File: src/rtl/rv32i_mc_controller_if.sv
// Shared instruction/data memory port between the multi-cycle controller and memory.
// The controller raises mem_req and holds the access until memory answers with mem_ready.
interface rv32i_mc_controller_if;
  logic mem_req;
  logic mem_write;
  logic iord;
  logic mem_ready;

  modport master (output mem_req, mem_write, iord, input mem_ready);
  modport slave  (input mem_req, mem_write, iord, output mem_ready);
endinterface

File: src/rtl/rv32i_mc_controller.sv
// Moore-style multi-cycle control FSM for the RV32I datapath: fetch/decode/execute/mem/wb.
// A per-access watchdog traps when the shared memory port never answers.
module rv32i_mc_controller #(
  parameter int n        = 32,
  parameter int WAIT_MAX = 64
) (
  input  logic                  clk,
  input  logic                  reset,
  input  logic [n-1:0]          inst,
  input  logic                  zero,
  input  logic                  lessSigend,
  input  logic                  lessUnsigend,
  rv32i_mc_controller_if.master mem,
  output logic                  ir_write,
  output logic                  pc_write,
  output logic                  pc_src,
  output logic                  reg_write,
  output logic [1:0]            result_src,
  output logic [1:0]            alu_src_a,
  output logic [1:0]            alu_src_b,
  output logic [3:0]            alu_ctrl,
  output logic                  instr_retired,
  output logic                  trap,
  output logic [1:0]            trap_cause
);

  typedef enum logic [3:0] {
    FETCH    = 4'd0,
    DECODE   = 4'd1,
    MEM_ADDR = 4'd2,
    MEM_RD   = 4'd3,
    MEM_WB   = 4'd4,
    MEM_WR   = 4'd5,
    EXEC_R   = 4'd6,
    EXEC_I   = 4'd7,
    ALU_WB   = 4'd8,
    BRANCH   = 4'd9,
    JAL      = 4'd10,
    LUI      = 4'd11,
    TRAP     = 4'd12
  } state_t;

  localparam logic [3:0] ALU_ADD = 4'b0000;
  localparam logic [3:0] ALU_SUB = 4'b1000;
  localparam logic [1:0] CAUSE_ILLEGAL = 2'b01;
  localparam logic [1:0] CAUSE_TIMEOUT = 2'b10;
  localparam logic [7:0] WAIT_LAST = 8'(WAIT_MAX - 1);

  state_t     state, state_n;
  logic [1:0] cause_q, cause_n;
  logic [7:0] wcnt, wcnt_n;

  logic [6:0] opcode;
  logic [2:0] funct3;
  logic       funct7_5;
  logic       wait_hit;
  logic       taken;
  logic       unused_inst;

  assign opcode      = inst[6:0];
  assign funct3      = inst[14:12];
  assign funct7_5    = inst[30];
  assign unused_inst = ^{inst[n-1], inst[29:15], inst[11:7]};

  // Counter already holds WAIT_MAX-1 idle cycles: this idle cycle is the last one allowed.
  assign wait_hit = (wcnt == WAIT_LAST) && !mem.mem_ready;

  always_comb begin
    case (funct3)
      3'b000:  taken = zero;
      3'b001:  taken = !zero;
      3'b100:  taken = lessSigend;
      3'b101:  taken = !lessSigend;
      3'b110:  taken = lessUnsigend;
      3'b111:  taken = !lessUnsigend;
      default: taken = 1'b0;
    endcase
  end

  always_ff @(posedge clk or posedge reset) begin
    if (reset) begin
      state   <= FETCH;
      cause_q <= 2'b00;
      wcnt    <= 8'd0;
    end else begin
      state   <= state_n;
      cause_q <= cause_n;
      wcnt    <= wcnt_n;
    end
  end

  always_comb begin
    state_n       = state;
    cause_n       = cause_q;
    wcnt_n        = 8'd0;
    mem.mem_req   = 1'b0;
    mem.mem_write = 1'b0;
    mem.iord      = 1'b0;
    ir_write      = 1'b0;
    pc_write      = 1'b0;
    pc_src        = 1'b0;
    reg_write     = 1'b0;
    result_src    = 2'b00;
    alu_src_a     = 2'b00;
    alu_src_b     = 2'b00;
    alu_ctrl      = ALU_ADD;
    instr_retired = 1'b0;
    trap          = 1'b0;
    trap_cause    = 2'b00;
    // Reset forces every output low immediately, even mid-access.
    if (!reset) begin
      case (state)
        FETCH: begin
          mem.mem_req = 1'b1;
          alu_src_b   = 2'b10;
          if (mem.mem_ready) begin
            ir_write = 1'b1;
            pc_write = 1'b1;
            state_n  = DECODE;
          end else if (wait_hit) begin
            state_n = TRAP;
            cause_n = CAUSE_TIMEOUT;
          end else begin
            wcnt_n = wcnt + 8'd1;
          end
        end
        DECODE: begin
          alu_src_a = 2'b01;
          alu_src_b = 2'b01;
          case (opcode)
            7'b0000011, 7'b0100011: state_n = MEM_ADDR;
            7'b0110011:             state_n = EXEC_R;
            7'b0010011:             state_n = EXEC_I;
            7'b1101111:             state_n = JAL;
            7'b0110111:             state_n = LUI;
            7'b1100011: begin
              if (funct3[2:1] == 2'b01) begin
                state_n = TRAP;
                cause_n = CAUSE_ILLEGAL;
              end else begin
                state_n = BRANCH;
              end
            end
            default: begin
              state_n = TRAP;
              cause_n = CAUSE_ILLEGAL;
            end
          endcase
        end
        MEM_ADDR: begin
          alu_src_a = 2'b10;
          alu_src_b = 2'b01;
          state_n   = opcode[5] ? MEM_WR : MEM_RD;
        end
        MEM_RD, MEM_WR: begin
          mem.mem_req   = 1'b1;
          mem.iord      = 1'b1;
          mem.mem_write = (state == MEM_WR);
          if (mem.mem_ready) begin
            instr_retired = (state == MEM_WR);
            state_n       = (state == MEM_WR) ? FETCH : MEM_WB;
          end else if (wait_hit) begin
            state_n = TRAP;
            cause_n = CAUSE_TIMEOUT;
          end else begin
            wcnt_n = wcnt + 8'd1;
          end
        end
        MEM_WB: begin
          reg_write     = 1'b1;
          result_src    = 2'b01;
          instr_retired = 1'b1;
          state_n       = FETCH;
        end
        EXEC_R: begin
          alu_src_a = 2'b10;
          alu_ctrl  = {funct7_5, funct3};
          state_n   = ALU_WB;
        end
        EXEC_I: begin
          alu_src_a = 2'b10;
          alu_src_b = 2'b01;
          // Only SRAI/SRLI use funct7[5]; elsewhere bit 30 is immediate data.
          alu_ctrl  = (funct3 == 3'b101) ? {funct7_5, funct3} : {1'b0, funct3};
          state_n   = ALU_WB;
        end
        ALU_WB: begin
          reg_write     = 1'b1;
          instr_retired = 1'b1;
          state_n       = FETCH;
        end
        BRANCH: begin
          alu_src_a     = 2'b10;
          alu_ctrl      = ALU_SUB;
          pc_write      = taken;
          pc_src        = 1'b1;
          instr_retired = 1'b1;
          state_n       = FETCH;
        end
        JAL: begin
          reg_write     = 1'b1;
          result_src    = 2'b10;
          pc_write      = 1'b1;
          pc_src        = 1'b1;
          instr_retired = 1'b1;
          state_n       = FETCH;
        end
        LUI: begin
          reg_write     = 1'b1;
          result_src    = 2'b11;
          instr_retired = 1'b1;
          state_n       = FETCH;
        end
        TRAP: begin
          trap       = 1'b1;
          trap_cause = cause_q;
        end
        default: state_n = FETCH;
      endcase
    end
  end

endmodule

File: src/flat_wrapper.sv
// flat-port wrapper written by rule: the top's interface ports become plain ports
module rv32i_mc_controller_flat 
#(
  parameter int n        = 32,
  parameter int WAIT_MAX = 64
)
  (clk, reset, inst, zero, lessSigend, lessUnsigend, ir_write, pc_write, pc_src, reg_write, result_src, alu_src_a, alu_src_b, alu_ctrl, instr_retired, trap, trap_cause, mem_mem_req, mem_mem_write, mem_iord, mem_mem_ready);
  rv32i_mc_controller_if mem_i ();
  input  logic clk;
  input  logic reset;
  input  logic [n-1:0] inst;
  input  logic zero;
  input  logic lessSigend;
  input  logic lessUnsigend;
  output logic ir_write;
  output logic pc_write;
  output logic pc_src;
  output logic reg_write;
  output logic [1:0] result_src;
  output logic [1:0] alu_src_a;
  output logic [1:0] alu_src_b;
  output logic [3:0] alu_ctrl;
  output logic instr_retired;
  output logic trap;
  output logic [1:0] trap_cause;
  output wire logic [$bits(mem_i.mem_req)-1:0] mem_mem_req;
  output wire logic [$bits(mem_i.mem_write)-1:0] mem_mem_write;
  output wire logic [$bits(mem_i.iord)-1:0] mem_iord;
  input wire logic [$bits(mem_i.mem_ready)-1:0] mem_mem_ready;
  assign mem_mem_req = mem_i.mem_req;
  assign mem_mem_write = mem_i.mem_write;
  assign mem_iord = mem_i.iord;
  assign mem_i.mem_ready = mem_mem_ready;
  rv32i_mc_controller #(.n(n), .WAIT_MAX(WAIT_MAX)) u_core (.clk(clk), .reset(reset), .inst(inst), .zero(zero), .lessSigend(lessSigend), .lessUnsigend(lessUnsigend), .mem(mem_i), .ir_write(ir_write), .pc_write(pc_write), .pc_src(pc_src), .reg_write(reg_write), .result_src(result_src), .alu_src_a(alu_src_a), .alu_src_b(alu_src_b), .alu_ctrl(alu_ctrl), .instr_retired(instr_retired), .trap(trap), .trap_cause(trap_cause));
endmodule
File: config.mk
export PLATFORM = sky130hd
export DESIGN_NAME = rv32i_mc_controller_flat
export DESIGN_NICKNAME = d
export VERILOG_FILES = /design/src/rtl/rv32i_mc_controller_if.sv /design/src/rtl/rv32i_mc_controller.sv /design/src/flat_wrapper.sv
export SDC_FILE = /design/constraint.sdc
export NUM_CORES = 1
export LEC_CHECK = 0
export ABC_AREA = 1
export BUFFER_PORTS_ARGS = -buffer_cell sky130_fd_sc_hd__buf_2
export CORE_MARGIN = 4
export CORE_UTILIZATION = 42
export DETAILED_ROUTE_END_ITERATION = 10
export PLACE_DENSITY = 0.76
export SLEW_MARGIN = 30
export SYNTH_ARGS = -nofsm -noshare
export SYNTH_HDL_FRONTEND = slang
export SYNTH_SLANG_ARGS = --single-unit
File: constraint.sdc
create_clock -name clk -period 1.6 [get_ports clk]
set_clock_uncertainty 0.05 [all_clocks]
set_input_delay 0.32 -clock clk [delete_from_list [all_inputs] [get_ports clk]]
set_output_delay 0.32 -clock clk [all_outputs]
set_load 0.03 [all_outputs]
-- Word level (Yosys, flattened, before mapping)
Index checks and enable logic that the tools add are counted.
- output and inout port bits: 21
- bits in registers: 14
- word-level logic and storage cells: 105
- add/sub/neg operators: 1
- equal/unequal tests: 30
- reductions and logical operators: 20
- bitwise operators: 2
- muxes and demuxes: 49
- operators by type and width (operator ; count):
    case mux 4 bit (6 select lines) ; 2
    2-to-1 mux 8 bit ; 4
    equality test 7 x 6 -> 1 bit (second input constant) ; 3
    equality test 4 bit (second input constant) ; 5
    2-to-1 mux 4 bit ; 5
    2-to-1 mux 1 bit ; 18
    equality test 4 x 3 -> 1 bit (second input constant) ; 4
    2-to-1 mux 2 bit ; 8
    case mux 2 bit (2 select lines) ; 4
    equality test 7 bit (second input constant) ; 2
    equality test 3 bit (second input constant) ; 4
    case mux 4 bit (3 select lines) ; 1
    2-to-1 mux 3 bit ; 3
    adder 8 x 1 -> 8 bit (second input constant) ; 1
    equality test 4 x 2 -> 1 bit (second input constant) ; 2
    equality test 8 x 6 -> 1 bit (second input constant) ; 1
    OR reduction 2 bit ; 4
    OR reduction 4 bit ; 2
    equality test 7 x 2 -> 1 bit (second input constant) ; 1
    equality test 7 x 5 -> 1 bit (second input constant) ; 1
    case mux 1 bit (6 select lines) ; 1
    case mux 2 bit (3 select lines) ; 1
    AND reduction 6 bit ; 1
    OR reduction 3 bit ; 2
    other kinds (17) ; 22

-- Logic depth before layout (Yosys ltp)
Gate-level depths: netlist (run 1).
- word-level depth: 6
- gate-level depth with buffers: 11
- depth with buffers taken out: 11

-- Least setup slack after synthesis (run 1)
OpenSTA, ideal clock, no wires.
- path type: register -> output
- start: register u_core.state[1]
- end: output trap_cause[0]
- stages on the path, launching flop included: 8
- path buffers: 0
- setup slack: -0.574 ns
- data arrival time: 1.804 ns
- cell sequence: dfrtp_1 > nor2_1 > inv_1 > nor2_1 > nand2_1 > nor2_1 > inv_1 > nor2_1
- longest elaborated chain between the ends: 3
- ends and longest elaborated chain (what ; RTL line ; RTL):
    start, declared ; rv32i_mc_controller.sv:49 ; state_t state, state_n;
    start signal, assigned ; rv32i_mc_controller.sv:86 ; state <= state_n;
    equality test 4 bit ; rv32i_mc_controller.sv:112 ; case (state)
    2-to-1 mux 2 bit ; rv32i_mc_controller.sv:112 ;
    2-to-1 mux 2 bit ; rv32i_mc_controller.sv:111 ; if (!reset) begin
    end, declared ; flat_wrapper.sv:25 ; output logic [1:0] trap_cause;
Every way passes these cells.

-- Final worst setup path (run 1)
- start: register u_core.state[3]
- end: output alu_ctrl[3]
- longest elaborated chain between the ends: 3
- ends and longest elaborated chain (what ; RTL line ; RTL):
    equality test 4 bit / equality test 4 x 3 -> 1 bit (equally long branches) ; rv32i_mc_controller.sv:112 ;
    case mux 4 bit (3 select lines) (*) ; rv32i_mc_controller.sv:112 ;
    2-to-1 mux 4 bit (*) ; rv32i_mc_controller.sv:111 ;
    end, declared ; flat_wrapper.sv:22 ; output logic [3:0] alu_ctrl;
Every way passes the cells marked *; elsewhere a longest branch is shown, timed or not.

==> results of run 1 <==
## final cells by class
type | instances | area, um2 | area share
flip-flops and latches | 14 | 355 | 0.144
repair buffers | 90 | 781 | 0.317
clock buffers | 4 | 26.3 | 0.0107
multi-input cells | 160 | 1100 | 0.446
well taps | 31 | 38.8 | 0.0158
inverters | 39 | 161 | 0.0656
## metrics by stage
step | instances | area, um2 | TNS, ns | hold WS, ns | setup slack (ns)
after floorplan | 214 | 1340 | -0.919 | 0.287 | -0.178
after global placement | 314 | 1820 | -0.608 | 0.366 | -0.123
after detailed placement | 314 | 1820 | -0.698 | 0.369 | -0.121
after CTS | 328 | 2140 | -5.80 | 0.0705 | -0.340
after global routing | 338 | 2460 | -13.37 | 0.167 | -0.591
final | 338 | 2460 | -11.62 | 0.161 | -0.571
## layout by cell type, fill, tap and decap left out, drive strengths merged
cell type   n
a21oi       9
a31oi       1
and3        1
buf        90
clkbuf      4
clkinv      3
dfrtp      14
ha          1
inv        36
nand2      63
nand3      16
nand3b      1
nand4       2
nor2       43
nor3        5
nor3b       2
o211ai      1
o21ai       7
o31ai       5
or2         1
xnor2       1
xor2        1
## critical path: cells and delay by family (launching register included)
family,cells,cell delay [ns]
simple gates,3,0.23
buf+inv,3,0.52
compound gates,1,0.27
flops,1,0.49
## path summary, 6_finish.rpt
| check | to | slack, ns |
|---|---|---|
| max | alu_ctrl[3] | -0.57 |
| min | u_core.cause_q[0] | 0.16 |
| max reg2reg | u_core.state[3] | -0.34 |
| min reg2reg | u_core.wcnt[0] | 0.46 |
| max in group asynchronous | u_core.state[3] | 1.18 |
| min in group clk | u_core.state[1] | 0.45 |
## flip-flops by register name, indices dropped and copies added (netlist names)
| name | count |
|---|---|
| u_core.cause_q | 2 |
| u_core.state | 4 |
| u_core.wcnt | 8 |
## layer usage
layer	GRT usage	part of all wire
met4	0.0889	0.097
met1	0.258	0.32
met2	0.433	0.45
met5	0	0
met3	0.0178	0.13
## power by group
group / internal, mW / total (mW) / switching, mW
combinational: 1.36 / 3.11 / 1.76
clock: 0.0970 / 0.211 / 0.114
sequential: 0.435 / 0.583 / 0.147
## cells by family after synthesis
logic type | after synthesis | share of synthesized area
compound gates | 23 | 0.103
xor+xnor | 2 | 0.0137
fa+ha+maj | 1 | 0.00976
buf+inv | 40 | 0.118
flops | 14 | 0.273
simple gates | 134 | 0.482
## repair_timing
action | CTS | global route
buffers inserted | 10 | 10
hold endpoints to repair | 0 | 0
hold buffers | 0 | 0
pin swaps | 9 | 17
resized for setup | 72 | 63
endpoints found under the setup margin | 23 | 35
==> tab_implementation.tex, run 1 <==
\begin{tabular}{lr}
\hline
Metric & Value \\
\hline
\multicolumn{2}{l}{\textbf{Yosys}} \\
\quad Most area-consuming cells after synthesis & sky130\_fd\_sc\_hd\_\_dfrtp\_1 27\%, sky130\_fd\_sc\_hd\_\_nand2\_1 17\%, sky130\_fd\_sc\_hd\_\_nor2\_1 11\%, sky130\_fd\_sc\_hd\_\_inv\_1 11\%, sky130\_fd\_sc\_hd\_\_nand3\_1 5.9\% \\
\quad Fraction of registers with async set/reset & 1.00 \\
\quad Synth cell count leaders & 59 x sky130\_fd\_sc\_hd\_\_nand2\_1, 39 x sky130\_fd\_sc\_hd\_\_nor2\_1, 36 x sky130\_fd\_sc\_hd\_\_inv\_1, 15 x sky130\_fd\_sc\_hd\_\_nand3\_1, 14 x sky130\_fd\_sc\_hd\_\_dfrtp\_1 \\
\quad Cells after synthesis & 214 \\
\quad Count of state elements after synthesis & 14 \\
\quad Total nets after synthesis & 253 \\
\quad Cell taking the most area after synthesis & sky130\_fd\_sc\_hd\_\_dfrtp\_1 \\
\quad Main flop type after synthesis & sky130\_fd\_sc\_hd\_\_dfrtp\_1 \\
\quad Cell area after synthesis & 1280 um2 \\
\quad Number of distinct standard cells referenced by the synthesized netlist & 29 \\
\quad Sequential-to-total area share from yosys stat & 0.273 \\
\quad Post-synth EDFFs & 0 \\
\quad Synthesized area per cell & 5.99 um2 \\
\quad Post-synth top area share & 0.273 \\
\quad Most instantiated library cell after synthesis & sky130\_fd\_sc\_hd\_\_nand2\_1 \\
\quad Number of warning messages in the yosys log & 0 \\
\multicolumn{2}{l}{\textbf{Critical path}} \\
\quad Cells traversed along the worst timing path & inv\_1 -> nor2\_4 -> inv\_2 -> nor2\_4 -> a31oi\_1 -> nor2\_1 -> buf\_4 \\
\quad Path type of the worst setup path & reg2out \\
\quad Worst r2r src & u\_core.state[2] \\
\quad Number of cells on the worst reg-to-reg path & 12 \\
\quad Most common cell on crit path & sky130\_fd\_sc\_hd\_\_nor2\_4 \\
\quad Arrival @ worst endpoint & 1.80 ns \\
\quad Cell with the largest stage delay on the worst path & sky130\_fd\_sc\_hd\_\_dfrtp\_2 \\
\quad Data required time of the worst path & 1.23 ns \\
\quad Crit path largest cell delay & 0.49 ns \\
\quad Startpoint of the most critical setup path & u\_core.state[3] \\
\quad Largest fanout of any net on the critical path & 5 \\
\quad Nature of the critical path startpoint & register \\
\quad CP Capture Type & output pin \\
\multicolumn{2}{l}{\textbf{Timing}} \\
\quad Worst slew margin relative to its limit & 0.710 \\
\quad RSZ-0062 raised after global routing & true \\
\quad Share of the clock period used by the worst path & 1.36 \\
\quad Worst setup margin & -0.571 ns \\
\quad Crit path time final & 2.17 ns \\
\quad Maximum frequency from static timing analysis & 461 MHz \\
\quad Transition time at the pin with the least slew margin & 0.431 ns \\
\quad Setup-failing EPs final & 35 \\
\quad Count of pins over their slew limit & 0 \\
\quad Hold Fails Final Rpt & 0 \\
\multicolumn{2}{l}{\textbf{Drt}} \\
\quad Detailed-route DRC error count & 0 \\
\quad Wirelength per Cell & 21.5 um \\
\quad Total via count in the routed design & 2,108 \\
\quad Router iterations before antenna repair & 5 \\
\quad Detailed Route Iter0 Violations & 328 \\
\quad Post-DRT Antenna Nets & 0 \\
\quad DRT Wirelength & 7270 um \\
\quad Routed vias/inst & 6.24 \\
\multicolumn{2}{l}{\textbf{Clock network}} \\
\quad Max Buffers Root-to-Sink & 2 \\
\quad TritonCTS clock tree & built \\
\quad Clock latency at the later pin of the worst-skew pair & 0.29 ns \\
\quad TritonCTS Buffers & 3 \\
\quad CTS H-Tree Depth & 1 \\
\quad Clock sink count & 14 \\
\quad Root Buffer & sky130\_fd\_sc\_hd\_\_clkbuf\_4 \\
\quad Register clock-pin slew on the reported worst setup and hold paths & 0.09 ns \\
\multicolumn{2}{l}{\textbf{Pwr}} \\
\quad Worst VDD drop & 1.05 mV \\
\quad Static Leak & 1.27 nW \\
\quad Power density normalized to cell area & 1590 nW/um2 \\
\quad Overall Power & 3.91 mW \\
\multicolumn{2}{l}{\textbf{Floorplanning}} \\
\quad Top-level port count & 59 \\
\quad Width of the die & 63.2 um \\
\quad Total die area & 4000 um2 \\
\quad Initial core utilization & 0.453 \\
\quad Cell row count & 19 \\
\quad Core region area & 2830 um2 \\
\quad Die Span Y & 63.2 um \\
\multicolumn{2}{l}{\textbf{Global route}} \\
\quad Wire length of the first global-routing pass & 7310 um \\
\quad Pin count of the biggest net entering global routing & 18 \\
\quad Number of global-route vias before repair & 1,670 \\
\quad Overflow left after global routing & 0 \\
\quad Initial antenna violation count & 0 \\
\quad Overall routing resource usage & 0.227 \\
\multicolumn{2}{l}{\textbf{Final layout}} \\
\quad Area overhead of the layout relative to synthesis & 92.0\% \\
\quad Nets@finish & 347 \\
\quad Fraction of final layout cells sized beyond drive strength 1 & 0.544 \\
\quad Ant diodes & 0 \\
\quad Total of fill cells in the finished design & 127 \\
\quad Post-layout utilization of the core & 0.870 \\
\multicolumn{2}{l}{\textbf{Flow run}} \\
\quad Count of max-cap constraint violations & 0 \\
\multicolumn{2}{l}{\textbf{Placement}} \\
\quad Quantity of I/O buffers inserted on ports & 37 \\
\quad RD Place Congestion & 0.854 \\
\quad Post-detailed-placement half-perimeter wirelength & 2630 um \\
\multicolumn{2}{l}{\textbf{Hold path}} \\
\quad Hold/Removal Path Class & in2async \\
\multicolumn{2}{l}{\textbf{Status}} \\
\quad Failing checks & negative setup slack \\
\quad Outcome & finished, violations left \\
\hline
\end{tabular}
Note: power is estimated with default switching activity, not from simulation.
==> inputs of run 2 (changes only) <==
--- a/config.mk
+++ b/config.mk
@@ -10,7 +10,7 @@
 export CORE_MARGIN = 4
 export CORE_UTILIZATION = 42
 export DETAILED_ROUTE_END_ITERATION = 10
-export PLACE_DENSITY = 0.76
+export PLACE_DENSITY = 0.82
 export SLEW_MARGIN = 30
 export SYNTH_ARGS = -nofsm -noshare
 export SYNTH_HDL_FRONTEND = slang
==> run 2 against run 1 <==
  * The run still ends with negative setup slack left
  * Sequential power about the same
  * Sequential share of layout area up 0.052 points
  * Largest power group unchanged
  * Core utilization down 0.31 points
  * Global-route usage up 0.72 points
  * Die area unchanged
  * Power up 8.4%
==> tab_implementation.tex, run 2 (synthesis gave the netlist of run 1 again) <==
\begin{tabular}{lr}
\hline
Metric & Value \\
\hline
\multicolumn{2}{l}{\textbf{Placement}} \\
\quad Post-detailed-placement half-perimeter wirelength & 2690 um (+2.4\%) \\
\quad Number of cells after detailed placement & 313 (-0.32\%) \\
\quad Area post-placement & 1800 um2 (-1.1\%) \\
\quad RD Place Congestion & 0.818 (-4.3\%) \\
\quad Quantity of I/O buffers inserted on ports & 37 (unchanged) \\
\multicolumn{2}{l}{\textbf{Timing}} \\
\quad Maximum frequency from static timing analysis & 468 MHz (+1.7\%) \\
\quad Total Negative Setup Slacks & -12.57 ns (-0.950 ns) \\
\quad RSZ-0062 raised after global routing & true \\
\quad Share of the clock period used by the worst path & 1.33 (-0.0230) \\
\quad Transition time at the pin with the least slew margin & 0.387 ns (-0.0446 ns) \\
\quad Setup-failing EPs final & 35 (unchanged) \\
\quad Worst setup margin & -0.534 ns (+0.0367 ns) \\
\quad Worst hold slack & 0.160 ns (-0.000899 ns) \\
\quad Count of pins over their slew limit & 0 (unchanged) \\
\quad Hold Fails Final Rpt & 0 (unchanged) \\
\quad Crit path time final & 2.13 ns (-0.0367 ns) \\
\quad Worst slew margin relative to its limit & 0.740 (+0.0300) \\
\multicolumn{2}{l}{\textbf{Drt}} \\
\quad Met2 Routed Length & 3570 um (+8.9\%) \\
\quad Met1 wire length & 2460 um (+5.6\%) \\
\quad Detailed-route DRC error count & 0 (unchanged) \\
\quad Wirelength per Cell & 23.1 um (+7.5\%) \\
\quad Total via count in the routed design & 2,155 (+2.2\%) \\
\quad Detailed Route Iter0 Violations & 273 (-17\%) \\
\quad Routed vias/inst & 6.39 (+2.5\%) \\
\quad DRT Wirelength & 7790 um (+7.2\%) \\
\quad Router iterations before antenna repair & 6 (+1) \\
\quad Highest routed metal layer & met4 \\
\quad Post-DRT Antenna Nets & 0 (unchanged) \\
\quad Met3 wire length & 954 um (+0.42\%) \\
\multicolumn{2}{l}{\textbf{Pwr}} \\
\quad Switching Fraction & 0.512 (-0.00473) \\
\quad Static Leak & 1.24 nW (-2.0\%) \\
\quad Sw power & 2.17 mW (+7.4\%) \\
\quad Worst VDD drop & 1.19 mV (+13\%) \\
\quad Cell-internal power & 2.07 mW (+9.4\%) \\
\quad Proportion of power drawn by the clock network & 0.061 (+0.007) \\
\quad Part of the total power dissipated in sequential elements & 0.137 (-0.012) \\
\quad Power density normalized to cell area & 1730 nW/um2 (+8.8\%) \\
\quad Combinational Power Share & 0.802 (+0.005) \\
\multicolumn{2}{l}{\textbf{Global route}} \\
\quad Overflow left after global routing & 0 (unchanged) \\
\quad Pin count of the biggest net entering global routing & 18 (unchanged) \\
\quad Initial antenna violation count & 0 (unchanged) \\
\quad Number of global-route vias before repair & 1,702 (+1.9\%) \\
\quad Overall routing resource usage & 0.234 (+0.00721) \\
\quad Wire length of the first global-routing pass & 7650 um (+4.5\%) \\
\multicolumn{2}{l}{\textbf{Floorplanning}} \\
\quad Core region area & 2830 um2 (unchanged) \\
\quad Initial core utilization & 0.453 (unchanged) \\
\quad Total die area & 4000 um2 (unchanged) \\
\quad Die Span Y & 63.2 um (unchanged) \\
\quad Width of the die & 63.2 um (unchanged) \\
\quad Cell row count & 19 (unchanged) \\
\quad Top-level port count & 59 (unchanged) \\
\multicolumn{2}{l}{\textbf{Critical path}} \\
\quad Number of cells on the worst reg-to-reg path & 15 (+3) \\
\quad Path type of the worst setup path & reg2reg \\
\quad Data required time of the worst path & 1.75 ns (+0.52 ns) \\
\quad Arrival @ worst endpoint & 2.28 ns (+0.48 ns) \\
\quad Largest fanout of any net on the critical path & 5 (unchanged) \\
\quad Nature of the critical path startpoint & register \\
\quad CP Capture Type & register \\
\multicolumn{2}{l}{\textbf{Final layout}} \\
\quad Most frequent cells in the layout & 47 x sky130\_fd\_sc\_hd\_\_nand2\_1, 39 x sky130\_fd\_sc\_hd\_\_buf\_4, 32 x sky130\_fd\_sc\_hd\_\_buf\_6 \\
\quad Largest registers & u\_core.wcnt x8, u\_core.state x4, u\_core.cause\_q x2 \\
\quad Total of fill cells in the finished design & 109 (-14\%) \\
\quad Ant diodes & 0 (unchanged) \\
\quad Max reg flops & 8 (unchanged) \\
\quad Nets@finish & 346 (-0.29\%) \\
\quad Fraction of final layout cells sized beyond drive strength 1 & 0.552 (+0.00831) \\
\quad Leading cell type in the layout, fill and taps excluded & sky130\_fd\_sc\_hd\_\_nand2\_1 \\
\quad Final std cell area, no fill & 2450 um2 (-0.36\%) \\
\quad Largest register by flop count & u\_core.wcnt \\
\quad Final Non-Filler Cells & 337 (-0.30\%) \\
\quad Post-layout utilization of the core & 0.866 (-0.00310) \\
\quad Area overhead of the layout relative to synthesis & 91.3\% \\
\multicolumn{2}{l}{\textbf{Status}} \\
\quad Outcome & finished, violations left \\
\quad Failing checks & negative setup slack \\
\multicolumn{2}{l}{\textbf{Clock network}} \\
\quad TritonCTS Buffers & 3 (unchanged) \\
\quad TritonCTS clock tree & built \\
\quad Clock sink count & 14 (unchanged) \\
\quad Register clock-pin slew on the reported worst setup and hold paths & 0.10 ns (about the same) \\
\quad Max Buffers Root-to-Sink & 2 (unchanged) \\
\quad CTS H-Tree Depth & 1 (unchanged) \\
\quad \# hold bufs at CTS & 0 (unchanged) \\
\quad Clock latency at the later pin of the worst-skew pair & 0.28 ns (about the same) \\
\quad Root Buffer & sky130\_fd\_sc\_hd\_\_clkbuf\_4 \\
\multicolumn{2}{l}{\textbf{Hold path}} \\
\quad Hold/Removal Path Class & in2async \\
\multicolumn{2}{l}{\textbf{Flow run}} \\
\quad Count of max-cap constraint violations & 0 (unchanged) \\
\hline
\end{tabular}
[run 2: cell count changes in the layout (fill, tap and decap cells not counted), sizes merged]
cell / before / now
clkinv: 3 / 1
inv: 36 / 38
buf: 90 / 89
[run 2: repair_timing]
item	in CTS	in global routing
setup buffers	9	12
pin swaps	17	21
gates resized for setup	67	72
setup endpoints to repair	25	35
[run 2: per-stage QoR]
stage	total power [mW]	setup slack, ns
2_1_floorplan	1.49	-0.178
3_3_place_gp	2.19	-0.0981
3_5_place_dp	2.21	-0.0936
4_1_cts	2.94	-0.328
5_1_grt	4.36	-0.539
6_report	4.23	-0.534
[run 2: worst paths after layout]
path | start | endpoint | slack (ns)
min | reset | u_core.cause_q[0] | 0.16
max reg2reg | u_core.state[1] | u_core.state[2] | -0.53
max | u_core.state[1] | u_core.state[2] | -0.53
min in group clk | u_core.wcnt[0] | u_core.wcnt[0] | 0.42
min reg2reg | u_core.wcnt[0] | u_core.wcnt[0] | 0.42
max in group asynchronous | reset | u_core.state[0] | 1.10
[run 2: critical path: stages (launching register included)]
cell and delay (ns):
sky130_fd_sc_hd__dfrtp_2 0.47, sky130_fd_sc_hd__buf_6 0.14, sky130_fd_sc_hd__nor2_4 0.19, sky130_fd_sc_hd__buf_12 0.15, sky130_fd_sc_hd__nand2_8 0.07, sky130_fd_sc_hd__nand3_4 0.11, sky130_fd_sc_hd__buf_6 0.10, sky130_fd_sc_hd__buf_6 0.08
sky130_fd_sc_hd__buf_6 0.10, sky130_fd_sc_hd__buf_6 0.10, sky130_fd_sc_hd__nand3_2 0.07, sky130_fd_sc_hd__nand2_1 0.10, sky130_fd_sc_hd__inv_1 0.06, sky130_fd_sc_hd__nand2_1 0.07, sky130_fd_sc_hd__nand2_1 0.08, sky130_fd_sc_hd__nand2_1 0.11
[run 2: area by class of cell]
class / instances / area (um2) / share of cell area
Multi-Input combinational cell: 160 / 1100 / 0.448
Timing Repair Buffer: 89 / 758 / 0.309
Sequential cell: 14 / 355 / 0.145
Inverter: 39 / 165 / 0.0674
Tap cell: 31 / 38.8 / 0.0158
Clock buffer: 4 / 36.3 / 0.0148
[run 2: routing by layer]
layer  up-vias  track usage
met5         -            0
met4         0       0.0620
met2       247        0.464
met3        91       0.0320
met1       965        0.256
li1        852            -
[run 2: power groups by stage]
stage               clock network (mW)  registers, mW  logic [mW]
global route                     0.274          0.574        3.52
floorplan                            0          0.493        1.00
finish                           0.259          0.580        3.39
global placement                     0          0.496        1.69
detailed placement                   0          0.499        1.71
CTS                              0.257          0.509        2.17
==> inputs of run 3 (changes only) <==
--- a/config.mk
+++ b/config.mk
@@ -11,6 +11,7 @@
 export CORE_UTILIZATION = 42
 export DETAILED_ROUTE_END_ITERATION = 10
 export PLACE_DENSITY = 0.82
+export SKIP_LAST_GASP = 1
 export SLEW_MARGIN = 30
 export SYNTH_ARGS = -nofsm -noshare
 export SYNTH_HDL_FRONTEND = slang
==> run 3 against run 2 <==
  * The run still ends with negative setup slack left
  * Setup slack improved by 0.013 ns
  * Count of clock-buffer cells in the layout stayed put
  * Wire length down 7.2%
  * Clock power increased by 8.5%
==> tab_implementation.tex, run 3 (synthesis gave the netlist of run 1 again) <==
\begin{tabular}{lr}
\hline
Metric & Value \\
\hline
\multicolumn{2}{l}{\textbf{Final layout}} \\
\quad Fraction of final layout cells sized beyond drive strength 1 & 0.563 (+0.0106) \\
\quad Largest register by flop count & u\_core.wcnt \\
\quad Ant diodes & 0 (unchanged) \\
\quad Largest registers & u\_core.wcnt x8, u\_core.state x4, u\_core.cause\_q x2 \\
\quad Final Non-Filler Cells & 333 (-1.2\%) \\
\quad Nets@finish & 342 (-1.2\%) \\
\quad Most frequent cells in the layout & 46 x sky130\_fd\_sc\_hd\_\_nand2\_1, 40 x sky130\_fd\_sc\_hd\_\_buf\_4, 26 x sky130\_fd\_sc\_hd\_\_buf\_6 \\
\quad Post-layout utilization of the core & 0.841 (-0.0252) \\
\quad Leading cell type in the layout, fill and taps excluded & sky130\_fd\_sc\_hd\_\_nand2\_1 \\
\quad Area overhead of the layout relative to synthesis & 85.7\% \\
\quad Total of fill cells in the finished design & 130 (+19\%) \\
\quad Max reg flops & 8 (unchanged) \\
\quad Final std cell area, no fill & 2380 um2 (-2.9\%) \\
\multicolumn{2}{l}{\textbf{Clock network}} \\
\quad CTS H-Tree Depth & 1 (unchanged) \\
\quad TritonCTS clock tree & built \\
\quad TritonCTS Buffers & 3 (unchanged) \\
\quad Root Buffer & sky130\_fd\_sc\_hd\_\_clkbuf\_4 \\
\quad Clock latency at the later pin of the worst-skew pair & 0.31 ns (+0.03 ns) \\
\quad Register clock-pin slew on the reported worst setup and hold paths & 0.12 ns (+0.02 ns) \\
\quad Clock sink count & 14 (unchanged) \\
\quad Max Buffers Root-to-Sink & 2 (unchanged) \\
\multicolumn{2}{l}{\textbf{Critical path}} \\
\quad Cells traversed along the worst timing path & nor2\_4 -> o211ai\_1 -> o21ai\_1 -> nand2\_1 -> nand2\_1 -> buf\_4 \\
\quad Path type of the worst setup path & reg2out \\
\quad Number of cells on the worst reg-to-reg path & 14 (-1) \\
\quad Nature of the critical path startpoint & register \\
\quad Cell family with the largest share of critical-path delay & flip-flops \\
\quad Flop2flop setup slack & -0.42 ns (+0.11 ns) \\
\quad Cell with the largest stage delay on the worst path & sky130\_fd\_sc\_hd\_\_dfrtp\_2 \\
\quad Worst r2r src & u\_core.state[1] \\
\quad Data required time of the worst path & 1.23 ns (-0.52 ns) \\
\quad Crit path largest cell delay & 0.52 ns (+0.05 ns) \\
\quad Startpoint of the most critical setup path & u\_core.state[1] \\
\quad Most common cell on crit path & sky130\_fd\_sc\_hd\_\_nand2\_1 \\
\quad CP Capture Type & output pin \\
\quad Buffers \& Inverters on Critical Path & 1 (-6) \\
\quad Largest fanout of any net on the critical path & 6 (+1) \\
\quad R2r endpoint & u\_core.state[2] \\
\quad Arrival @ worst endpoint & 1.75 ns (-0.53 ns) \\
\multicolumn{2}{l}{\textbf{Floorplanning}} \\
\quad Width of the die & 63.2 um (unchanged) \\
\quad Die Span Y & 63.2 um (unchanged) \\
\quad Top-level port count & 59 (unchanged) \\
\quad Initial core utilization & 0.453 (unchanged) \\
\quad Core region area & 2830 um2 (unchanged) \\
\quad Cell row count & 19 (unchanged) \\
\quad Total die area & 4000 um2 (unchanged) \\
\multicolumn{2}{l}{\textbf{Timing}} \\
\quad Worst hold slack & 0.114 ns (-0.0463 ns) \\
\quad Total Negative Setup Slacks & -11.86 ns (+0.711 ns) \\
\quad Transition time at the pin with the least slew margin & 0.363 ns (-0.0239 ns) \\
\quad Crit path time final & 2.12 ns (-0.0134 ns) \\
\quad Worst slew margin relative to its limit & 0.756 (+0.0156) \\
\quad Share of the clock period used by the worst path & 1.33 (-0.00838) \\
\quad Setup-failing EPs final & 35 (unchanged) \\
\quad RSZ-0062 raised after global routing & true \\
\quad Hold Fails Final Rpt & 0 (unchanged) \\
\quad Count of pins over their slew limit & 0 (unchanged) \\
\quad Maximum frequency from static timing analysis & 471 MHz (+0.63\%) \\
\quad Worst setup margin & -0.521 ns (+0.0134 ns) \\
\multicolumn{2}{l}{\textbf{Placement}} \\
\quad Worst setup timing slack at the placement stage & -0.0936 ns (unchanged) \\
\quad Number of cells after detailed placement & 313 (unchanged) \\
\quad RD Place Congestion & 0.818 (unchanged) \\
\quad Post-detailed-placement half-perimeter wirelength & 2690 um (unchanged) \\
\quad Quantity of I/O buffers inserted on ports & 37 (unchanged) \\
\quad Area post-placement & 1800 um2 (unchanged) \\
\multicolumn{2}{l}{\textbf{Status}} \\
\quad Outcome & finished, violations left \\
\quad Failing checks & negative setup slack \\
\multicolumn{2}{l}{\textbf{Pwr}} \\
\quad Switching Fraction & 0.522 (+0.00977) \\
\quad Part of the total power dissipated in sequential elements & 0.140 (+0.003) \\
\quad Worst VDD drop & 1.07 mV (-9.8\%) \\
\quad Sw power & 2.08 mW (-3.9\%) \\
\quad Power density normalized to cell area & 1680 nW/um2 (-2.9\%) \\
\quad Proportion of power drawn by the clock network & 0.070 (+0.009) \\
\quad Overall Power & 3.99 mW (-5.7\%) \\
\quad Cell-internal power & 1.91 mW (-7.6\%) \\
\quad Combinational Power Share & 0.789 (-0.013) \\
\quad Static Leak & 1.21 nW (-2.6\%) \\
\multicolumn{2}{l}{\textbf{Global route}} \\
\quad Overall routing resource usage & 0.235 (+0.00103) \\
\quad Initial antenna violation count & 0 (unchanged) \\
\quad Wire length of the first global-routing pass & 7670 um (+0.35\%) \\
\quad Pin count of the biggest net entering global routing & 18 (unchanged) \\
\quad Overflow left after global routing & 0 (unchanged) \\
\quad Number of global-route vias before repair & 1,746 (+2.6\%) \\
\multicolumn{2}{l}{\textbf{Drt}} \\
\quad Wirelength per Cell & 21.7 um (-6.1\%) \\
\quad Post-DRT Antenna Nets & 0 (unchanged) \\
\quad DRT Wirelength & 7230 um (-7.2\%) \\
\quad Total via count in the routed design & 2,097 (-2.7\%) \\
\quad Routed vias/inst & 6.30 (-1.5\%) \\
\quad Detailed Route Iter0 Violations & 300 (+9.9\%) \\
\quad Router iterations before antenna repair & 5 (-1) \\
\quad Detailed-route DRC error count & 0 (unchanged) \\
\multicolumn{2}{l}{\textbf{Hold path}} \\
\quad Hold/Removal Path Class & in2async \\
\multicolumn{2}{l}{\textbf{Flow run}} \\
\quad Count of max-cap constraint violations & 0 (unchanged) \\
\hline
\end{tabular}
run 3: cell types whose count changed in the layout (fill, tap and decap cells not counted), sizes merged:
cell	before	now
buf	89	85
inv	38	37
clkinv	1	2
run 3: tightest hold or removal path: cells and delay by family:
family	cells	cell delay, ns
buffers and inverters	3	0.54
run 3: how the worst max path moves through the flow:
| stage | end | slack (ns) | cells past startpoint |
|---|---|---|---|
| 4_1_cts | alu_src_b[0] | -0.33 | 7 |
| 3_3_place_gp | alu_ctrl[3] | -0.1 | 6 |
| 2_1_floorplan | trap_cause[0] | -0.18 | 7 |
| 6_report | pc_write | -0.52 | 6 |
| 3_5_place_dp | trap_cause[1] | -0.09 | 8 |
| 5_1_grt | pc_write | -0.57 | 7 |
run 3: cell type report:
| type | count | area (um2) | share of cell area |
|---|---|---|---|
| clock buffers | 4 | 36.3 | 0.0152 |
| inverters | 39 | 160 | 0.0673 |
| multi-input cells | 160 | 1100 | 0.463 |
| flip-flops and latches | 14 | 355 | 0.149 |
| well taps | 31 | 38.8 | 0.0163 |
| repair buffers | 85 | 688 | 0.289 |
run 3: routing by layer:
layer / GRT usage / part of all wire
met3: 0.0337 / 0.12
met1: 0.259 / 0.32
met5: 0 / 0
met2: 0.456 / 0.48
met4: 0.0755 / 0.084
run 3: what timing repair did:
action,4_1_cts,5_1_grt
resized for setup,61,70
hold buffers,0,0
pin swaps,15,21
buffers inserted,9,9
endpoints found under the hold margin,0,0
endpoints found under the setup margin,25,35
run 3: power by group through the flow:
| stage | Sequential [mW] | Combinational, mW | Clock (mW) |
|---|---|---|---|
| floorplan | 0.493 | 1.00 | 0 |
| global placement | 0.496 | 1.69 | 0 |
| global route | 0.559 | 3.21 | 0.302 |
| CTS | 0.509 | 2.13 | 0.257 |
| detailed placement | 0.499 | 1.71 | 0 |
| finish | 0.560 | 3.15 | 0.281 |
